==> config.mk <==
export PLATFORM = sky130hd
export DESIGN_NAME = instruction_fetch_stage
export DESIGN_NICKNAME = d
export VERILOG_FILES = /design/src/rtl/instruction_fetch_stage.sv
export SDC_FILE = /design/constraint.sdc
export NUM_CORES = 1
export LEC_CHECK = 0
export BUFFER_PORTS_ARGS = -buffer_cell sky130_fd_sc_hd__clkbuf_2
export CORE_ASPECT_RATIO = 1.75
export CORE_UTILIZATION = 50
export CTS_BUF_LIST = sky130_fd_sc_hd__clkbuf_16
export CTS_CLUSTER_SIZE = 24
export DETAILED_ROUTE_END_ITERATION = 7
export PLACE_DENSITY_LB_ADDON = 0.05
export SYNTH_ARGS = -nofsm -noshare
export SYNTH_HDL_FRONTEND = slang
export SYNTH_SLANG_ARGS = --single-unit
==> constraint.sdc <==
create_clock -name Clk -period 2.4 [get_ports Clk]
set_input_delay 0.24 -clock Clk [delete_from_list [all_inputs] [get_ports Clk]]
set_output_delay 0.24 -clock Clk [all_outputs]
set_load 0.1 [all_outputs]
==> src/rtl/instruction_fetch_stage.sv <==
// ============================================================================
// Module   : instruction_fetch_stage
// Purpose  : Pipeline instruction fetch stage. Keeps the PC, issues word
//            requests to instruction memory, buffers one instruction while
//            decode stalls, and drops a stale outstanding request after a
//            redirect.
// Ports    : Clk, Reset           - clock, synchronous active-high reset
//            Stall                - decode cannot accept this cycle
//            Redirect, RedirectTarget - taken branch/jump (one-cycle pulse)
//            IMemReq, IMemAddr    - instruction memory request / address
//            IMemAck, IMemRdata   - memory completion / returned word
//            PCF, PCPlus4F        - PC of offered instruction and PC+4
//            InstructionF         - instruction offered to IF/ID
//            Fetch_Enable, FlushD - IF/ID load and clear strobes
// Revision : 1.0 - initial release
// ============================================================================
`default_nettype none

module instruction_fetch_stage #(
  parameter logic [31:0] RESET_PC  = 32'h0000_0000,
  parameter logic [31:0] NOP_INSTR = 32'h0000_0000
) (
  input  logic        Clk,
  input  logic        Reset,
  input  logic        Stall,
  input  logic        Redirect,
  input  logic [31:0] RedirectTarget,
  output logic        IMemReq,
  output logic [31:0] IMemAddr,
  input  logic        IMemAck,
  input  logic [31:0] IMemRdata,
  output logic [31:0] PCF,
  output logic [31:0] PCPlus4F,
  output logic [31:0] InstructionF,
  output logic        Fetch_Enable,
  output logic        FlushD
);

  typedef enum logic [1:0] {
    S_FETCH = 2'd0,   // request outstanding at pc_q
    S_HOLD  = 2'd1,   // instruction buffered, waiting for Stall to drop
    S_DRAIN = 2'd2    // stale request outstanding, data will be dropped
  } state_t;

  state_t      state_q, state_d;
  logic [31:0] pc_q, pc_d;
  logic [31:0] pend_q, pend_d;
  logic [31:0] ibuf_q, ibuf_d;

  logic [31:0] w_target;
  logic        w_unused_tgt_lo;

  // Low target bits are forced to zero so every fetch stays word aligned.
  assign w_target        = {RedirectTarget[31:2], 2'b00};
  assign w_unused_tgt_lo = ^RedirectTarget[1:0];

  // --------------------------------------------------------------------------
  // Outputs
  // --------------------------------------------------------------------------
  assign IMemReq  = !Reset && (state_q != S_HOLD);
  assign IMemAddr = pc_q;
  assign PCF      = pc_q;
  assign PCPlus4F = pc_q + 32'd4;
  assign FlushD   = !Reset && Redirect;

  assign Fetch_Enable = !Reset && !Redirect && !Stall &&
                        (((state_q == S_FETCH) && IMemAck) || (state_q == S_HOLD));

  always_comb begin
    InstructionF = NOP_INSTR;
    if ((state_q == S_FETCH) && IMemAck) begin
      InstructionF = IMemRdata;
    end else if (state_q == S_HOLD) begin
      InstructionF = ibuf_q;
    end
  end

  // --------------------------------------------------------------------------
  // Next-state logic. Redirect outranks ack and stall in every state.
  // --------------------------------------------------------------------------
  always_comb begin
    state_d = state_q;
    pc_d    = pc_q;
    pend_d  = pend_q;
    ibuf_d  = ibuf_q;
    unique case (state_q)
      S_FETCH: begin
        if (Redirect) begin
          if (IMemAck) begin
            pc_d    = w_target;
          end else begin
            // Keep the address stable until memory completes the old request.
            pend_d  = w_target;
            state_d = S_DRAIN;
          end
        end else if (IMemAck) begin
          if (Stall) begin
            ibuf_d  = IMemRdata;
            state_d = S_HOLD;
          end else begin
            pc_d    = pc_q + 32'd4;
          end
        end
      end
      S_HOLD: begin
        if (Redirect) begin
          pc_d    = w_target;
          state_d = S_FETCH;
        end else if (!Stall) begin
          pc_d    = pc_q + 32'd4;
          state_d = S_FETCH;
        end
      end
      S_DRAIN: begin
        if (IMemAck) begin
          pc_d    = Redirect ? w_target : pend_q;
          state_d = S_FETCH;
        end else if (Redirect) begin
          pend_d  = w_target;
        end
      end
      default: begin
        state_d = S_FETCH;
      end
    endcase
  end

  always_ff @(posedge Clk) begin
    if (Reset) begin
      state_q <= S_FETCH;
      pc_q    <= RESET_PC;
      pend_q  <= 32'h0000_0000;
      ibuf_q  <= NOP_INSTR;
    end else begin
      state_q <= state_d;
      pc_q    <= pc_d;
      pend_q  <= pend_d;
      ibuf_q  <= ibuf_d;
    end
  end

endmodule

`default_nettype wire

Word-level counts from Yosys, hierarchy flattened
Cells that the tools add are included.

Register bits after elaboration: 98. Logic and storage cells: 57.

Equality and inequality tests: 12. Reductions and logical operators: 17. Bitwise gates (word level): 1. Muxes and demuxes: 22. $add $sub $neg: 1.

Operator list (count): 32-bit 2-to-1 mux (12); 32-bit one-hot mux with 3 select lines (1); 32-bit one-hot mux with 2 select lines (1); 32-bit by 3-bit adder with 32-bit output (second input constant) (1); 2-bit 2-to-1 mux (7); 3-bit != test (second input constant) (4); 2-bit != test (second input constant) (5); 4-bit AND reduction (2); 1-bit logical AND (6); 2-bit one-hot mux with 3 select lines (1); 5-bit AND reduction (1); 1-bit logical NOT (3); 3-bit AND reduction (1); 3-bit nonzero test (1); 2-bit by 1-bit equality test with 1-bit output (second input constant) (1); 2-bit equality test (second input constant) (1); 2-bit logical NOT (1); 2-bit by 1-bit != test with 1-bit output (second input constant) (1); 2-bit nonzero test (1); 1-bit logical OR (1); 1-bit inverter (1).

Logic depth before layout (Yosys ltp)
Gate-level depths: netlist of the first run.

Word-level depth: 5. Mapped depth: 8. Mapped depth without buffers: 6.

Least setup slack after synthesis of the first run
OpenSTA, ideal clock, no wires.

Path kind: reg-to-output. Start point: register pc_q[2] (netlist: IMemAddr[2]). End point: output PCPlus4F[26]. Buffers on the path: 1. Cell stages (with the launch flop): 7. Arrival: 3.825 ns. Path slack: -1.665 ns. Data required time: 2.160 ns. Path through: dfxtp_1 -> ha_1 -> nand3_1 -> nor4_4 -> buf_6 -> nand4_1 -> xnor2_1.

Cells in the longest elaborated chain, start to end: 1.

Ends and longest elaborated chain: from (decl) (RTL line 46) `logic [31:0] pc_q, pc_d;`; from (signal assigned) (RTL line 136) `pc_q <= pc_d;`; 32-bit by 3-bit adder with 32-bit output (RTL line 63) `assign PCPlus4F = pc_q + 32'd4;`; to (decl) (RTL line 33) `output logic [31:0] PCPlus4F,`.

No other way between the ends.

Worst setup path in the final report of the first run
Start point: register pc_q[5] (netlist: IMemAddr[5]). End point: output PCPlus4F[31].

The elaborated chain is that of the path after synthesis.

==> results.yml, run 1 <==
setup_path:
  slowest_delay_ns: 0.42
  cp_slowest_cell: "dfxtp_4"
  critPathLaunchType: "flop"
  end_kind: "output port"
  crit_fanout: 6
  cp.required_ns: 2.16
  cp.arrival_ns: 2.10
  worstPathCellList: "nand4_4, nor4_2, buf_4, nand4_1, xnor2_4, buf_12"
  crit_type: "flop to output port"
synthesis:
  ys.flop_type: "dfxtp_1"
  synth_area_leaders: "dfxtp_1 36%, nand2_1 11%, a21oi_1 7.5%, a22o_1 5.1%, buf_4 5.1%"
  syn-num-nets: 802
  avgSynthCellArea_sq_um: 7.51
  syn_inst: 732
  async_flop_share_pct: 0
  yosysUniqueCellTypes: 59
  yosysTopAreaCell: "dfxtp_1"
  yosysTopAreaCellShare_pct: 35.7
  yosys_warnings: 0
  synth_seq_area_share_pct: 35.7
  synth.most_common_cell: "nand2_1"
  ys_seq_elements: 98
  synth_top_cells_by_count: "168 x nand2_1, 98 x dfxtp_1, 82 x a21oi_1"
  netlist_area_sq_um: 5500
  synth_edf_count: 0
route:
  wl_per_cell_um: 16.5
  drc_errors: 0
  drtPass1Iterations: 5
  drt_iter0_markers: 394
  vias_per_cell: 5.88
  vias: 6030
  routed_wl_mm: 16.9
  ant_nets: 0
die:
  dieArea_sq_um: 11400
  row_count: 50
  die_y_um: 141
  ios: 200
  dieWidth_um: 81.3
  design.core.area_sq_um: 10700
  start_util_pct: 51.4
sta:
  setup_tns_ns: 0
  finalWorstPathRequiredPeriod_ns: 2.34
  fmaxAchievable_mhz: 428
  grt_setup_unrepaired: "true"
  skew_ns: 0.00871
  worst_slew_pin_slew_ns: 0.673
  setup_viol: 0
  hold_viol_final: 0
  relSlewSlack_pct: 55.0
  slew_violations: 0
  period_share_pct: 97.4
cts:
  path_clk_slew_ns: 0.07
  clock_sinks: 98
  htreeDepth: 3
  hold_buffers: 0
  tritoncts: "done"
  cts_made_buffers: 9
  cts-root-buf: "clkbuf_16"
  clockBufferDepth: 2
  insertion_delay_ns: 0.34
flow_run:
  cap_violations: 0
placement:
  post-place-cells: 987
  place_area_sq_um: 7750
  dpl.hpwl_mm: 12.1
  io_buffer_count: 197
  gp_congestion: 0.879
global_route:
  grt_usage_pct: 29.8
  grt_pass1_vias: 5635
  grt_start_max_net_pins: 35
  antenna_found_initial: 0
  grt_first_pass_wirelength_mm: 27.0
  grt.overflow.total: 0
final_layout:
  fillerInstances: 767
  syn2layout_area_growth_pct: 50.0
  antennaDiodeCount: 0
  drive_gt1_share_pct: 38.3
  fin_area_sq_um: 8250
  stdcell_count: 1026
  nNetsFinal: 961
power_and_ir_drop:
  ir_drop_mv: 0.443
  leakage_nw: 3.49
  fin_total_pwr_mw: 5.42
  powerDensity_nw_per_um2: 656
worst_hold_path:
  min_path_type: "input pin to flop"
outcome:
  outcome: "complete, no violations"
sequential cells by signal, indices dropped and copies added (netlist names):
| name | count |
|---|---|
| ibuf_q | 32 |
| IMemAddr | 32 |
| pend_q | 32 |
| state_q | 2 |
layout by cell type (no fill, tap or decap), drive strengths merged, types with 9 or more instances in the layout:
master    n
a21oi    82
nand2   168
buf     105
a22o     32
clkbuf  150
inv      11
nor2     41
nand3    17
and3      9
nand4    17
xnor2    22
nor3     11
o21ai    28
dfxtp    98
what timing repair did:
action,CTS,global route
pin swaps,2,13
setup buffers,2,21
setup endpoints to repair,4,18
gates resized for setup,2,5
metal layers:
metal | share of wire, % | track usage [%] | wire (um) | vias to the layer above
li1 | - | - | - | 2856
met3 | 6.9 | 6.41 | 1170 | 33
met4 | 2.3 | 11.9 | 393 | 0
met1 | 37 | 34.4 | 6240 | 2863
met2 | 54 | 51.7 | 9100 | 278
met5 | 0 | 0 | 0 | -
final timing paths:
| path | from | to | slack (ns) | cells after the start |
|---|---|---|---|---|
| worst max-delay path | IMemAddr[5] | PCPlus4F[31] | 0.06 | 6 |
| worst max register to register | state_q[0] | IMemAddr[25] | 0.18 | 4 |
| worst min-delay path | RedirectTarget[31] | pend_q[31] | 0.13 | 3 |
| worst min register to register | pend_q[26] | pend_q[26] | 0.45 | 2 |
per-stage QoR:
stage	setup WS (ns)	hold WS (ns)	util (%)
floorplan	-0.156	0.362	-
global placement	0.0966	0.437	72.5
detailed placement	0.0177	0.443	72.5
CTS	0.00248	0.124	75.4
global route	-0.0196	0.129	77.1
finish	0.0629	0.129	77.1
critical path, delay by kind of cell (launching register included):
family	cells	cell delay (ns)
simple gates	3	0.68
buf+inv	2	0.38
flops	1	0.42
xor+xnor	1	0.28
power breakdown:
group          internal [mW]  switching [mW]
combinational          0.577            1.58
sequential              1.71           0.140
clock                  0.797           0.615
kinds of logic (layout without fill, tap and decap cells):
group	Yosys count	in the layout	share of synthesized area (%)
adders and majority gates	1	1	0.227
AOI/OAI and AO/OA	205	205	24.3
and+or+nand+nor	290	290	24.5
buffers and inverters	107	271	10.2
DFF	98	98	35.7
xor gates and xnor gates	27	27	4.30
muxes	4	4	0.728
layout make-up:
type | count | area [sq um] | area share (%)
timing repair buffer | 246 | 2200 | 26.7
sequential | 98 | 2060 | 24.9
inverter | 9 | 33.8 | 0.409
multi-input combinational | 527 | 3510 | 42.5
tap | 130 | 163 | 1.97
clock buffer | 9 | 225 | 2.73
clock inverter | 7 | 62.6 | 0.758
Note: power is estimated with default switching activity, not from simulation.
==> inputs of run 2 (changes only) <==
clock period = 2.3 ns   (was 2.4 ns; I/O delays follow)
==> run 2 against run 1 <==
The flow now finishes with violations (negative setup slack). Die area stayed put. First-iteration DRC count is 31% higher. Combinational power is 7% higher. Cell count is 2.1% higher.
==> results.yml, run 2 (synthesis results as in run 1) <==
global_route:
  grt.overflow.total: 0
  antenna_found_initial: 0
  grt_usage_pct: 31.9
  grt_first_pass_wirelength_mm: 28.7
  grt_pass1_vias: 6032
  grt_start_max_net_pins: 44
route:
  ant_nets: 0
  drt_iter0_markers: 516
  vias: 6243
  vias_per_cell: 5.96
  routed_wl_mm: 18.2
  drc_errors: 0
  wl_per_cell_um: 17.4
  drtPass1Iterations: 5
setup_path:
  worst_path_most_repeated_cell: "buf_4"
  end_kind: "output port"
  slowest_delay_ns: 0.43
  path_delay_family: "simple AND/OR/NAND/NOR gates"
  worstPathCellList: "nand2_1, nor4_2, buf_4, nand4_1, buf_4, xnor2_4, buf_12"
  cp_num_cells: 7
  cp_slowest_cell: "dfxtp_4"
  crit_type: "flop to output port"
  crit_fanout: 10
  cp.arrival_ns: 2.09
  cp_num_buf_inv: 3
  cp.required_ns: 2.07
  rr_worst_depth: 8
  critPathLaunchType: "flop"
placement:
  io_buffer_count: 197
  post-place-cells: 995
  gp_congestion: 0.877
  dpl.hpwl_mm: 12.5
outcome:
  violations: "negative setup slack"
  outcome: "complete, but fails checks"
cts:
  clockBufferDepth: 2
  hold_buffers: 0
  clock_sinks: 98
  htreeDepth: 3
  path_clk_slew_ns: 0.07
  cts-root-buf: "clkbuf_16"
  cts_made_buffers: 9
  insertion_delay_ns: 0.34
  tritoncts: "done"
sta:
  finalWorstPathRequiredPeriod_ns: 2.32
  skew_ns: 0.00719
  relSlewSlack_pct: 61.4
  period_share_pct: 101
  hold_slack_ns: 0.114
  grt_setup_unrepaired: "true"
  hold_viol_final: 0
  setup_viol: 3
  worst_slew_pin_slew_ns: 0.578
  slew_violations: 0
  fin_ws_ns: -0.0245
  fmaxAchievable_mhz: 430
die:
  dieArea_sq_um: 11400
  row_count: 50
  design.core.area_sq_um: 10700
  ios: 200
  die_y_um: 141
  start_util_pct: 51.4
  dieWidth_um: 81.3
flow_run:
  cap_violations: 0
final_layout:
  antennaDiodeCount: 0
  final_common_cell: "nand2_1"
  multi_input_area_sq_um: 3600
  stdcell_count: 1048
  regArea_sq_um: 2060
  syn2layout_area_growth_pct: 55.7
  final_cell_mix: "165 x nand2_1, 139 x clkbuf_2, 82 x a21oi_1, 68 x dfxtp_1, 68 x buf_4"
  drive_gt1_share_pct: 40.8
  nNetsFinal: 983
  fillerInstances: 705
power_and_ir_drop:
  leakage_nw: 3.65
  ir_drop_mv: 0.505
  powerDensity_nw_per_um2: 676
worst_hold_path:
  min_path_type: "input pin to flop"
  hold_depth: 3
-- run 2: cell types whose count changed in the layout (fill, tap and decap cells not counted), sizes merged --
| cell | delta |
|---|---|
| buf | +24 |
| clkbuf | -1 |
| clkinv | -1 |
-- run 2: layout make-up --
class / count / share of cell area, %
Multi-Input combinational cell: 527 / 42.0
Timing Repair Buffer: 268 / 27.9
Sequential cell: 98 / 24.1
Clock buffer: 10 / 2.92
Tap cell: 130 / 1.90
Clock inverter: 6 / 0.745
Inverter: 9 / 0.394
-- run 2: where the power goes --
group          total [mW]  leakage [nW]  switching (mW)  internal [mW]
sequential           1.90         0.819           0.124           1.78
clock                1.57         0.155           0.665          0.910
combinational        2.31          2.67            1.69          0.619
-- run 2: path summary, 6_finish.rpt --
kind                       from            to  slack (ns)
setup / recovery   IMemAddr[19]  PCPlus4F[27]       -0.02
hold / removal    IMemRdata[14]    ibuf_q[14]        0.11
setup reg to reg   IMemAddr[19]  IMemAddr[29]        0.27
hold reg to reg       pend_q[5]     pend_q[5]        0.45
-- run 2: tightest hold or removal path: stages --
cell and delay, ns:
clkbuf_2 0.09, nand2_1 0.05, a21oi_1 0.05
-- run 2: metrics by stage --
step	total power [mW]	util (%)	instance area (sq um)	setup TNS [ns]	worst slack, ns
floorplan	3.67	-	6230	-1.50	-0.225
global placement	4.16	74.1	7920	0	0.189
detailed placement	4.20	74.1	7920	0	0.157
CTS	5.77	78.7	8420	0	0.00903
global route	5.96	80.1	8560	-0.532	-0.0894
finish	5.79	80.1	8560	-0.0351	-0.0245
-- run 2: repair_timing --
action,CTS,global route
setup buffers,24,13
cloned,0,0
gates resized for setup,1,9
pin swaps,9,9
setup endpoints to repair,12,15
-- run 2: layer usage --
layer / global-route usage [%] / wire length (um) / vias up
met5: 0 / 0 / -
met3: 7.31 / 1340 / 62
met1: 34.8 / 6660 / 2929
met2: 55.8 / 9560 / 349
met4: 16.2 / 684 / 0
li1: - / - / 2903
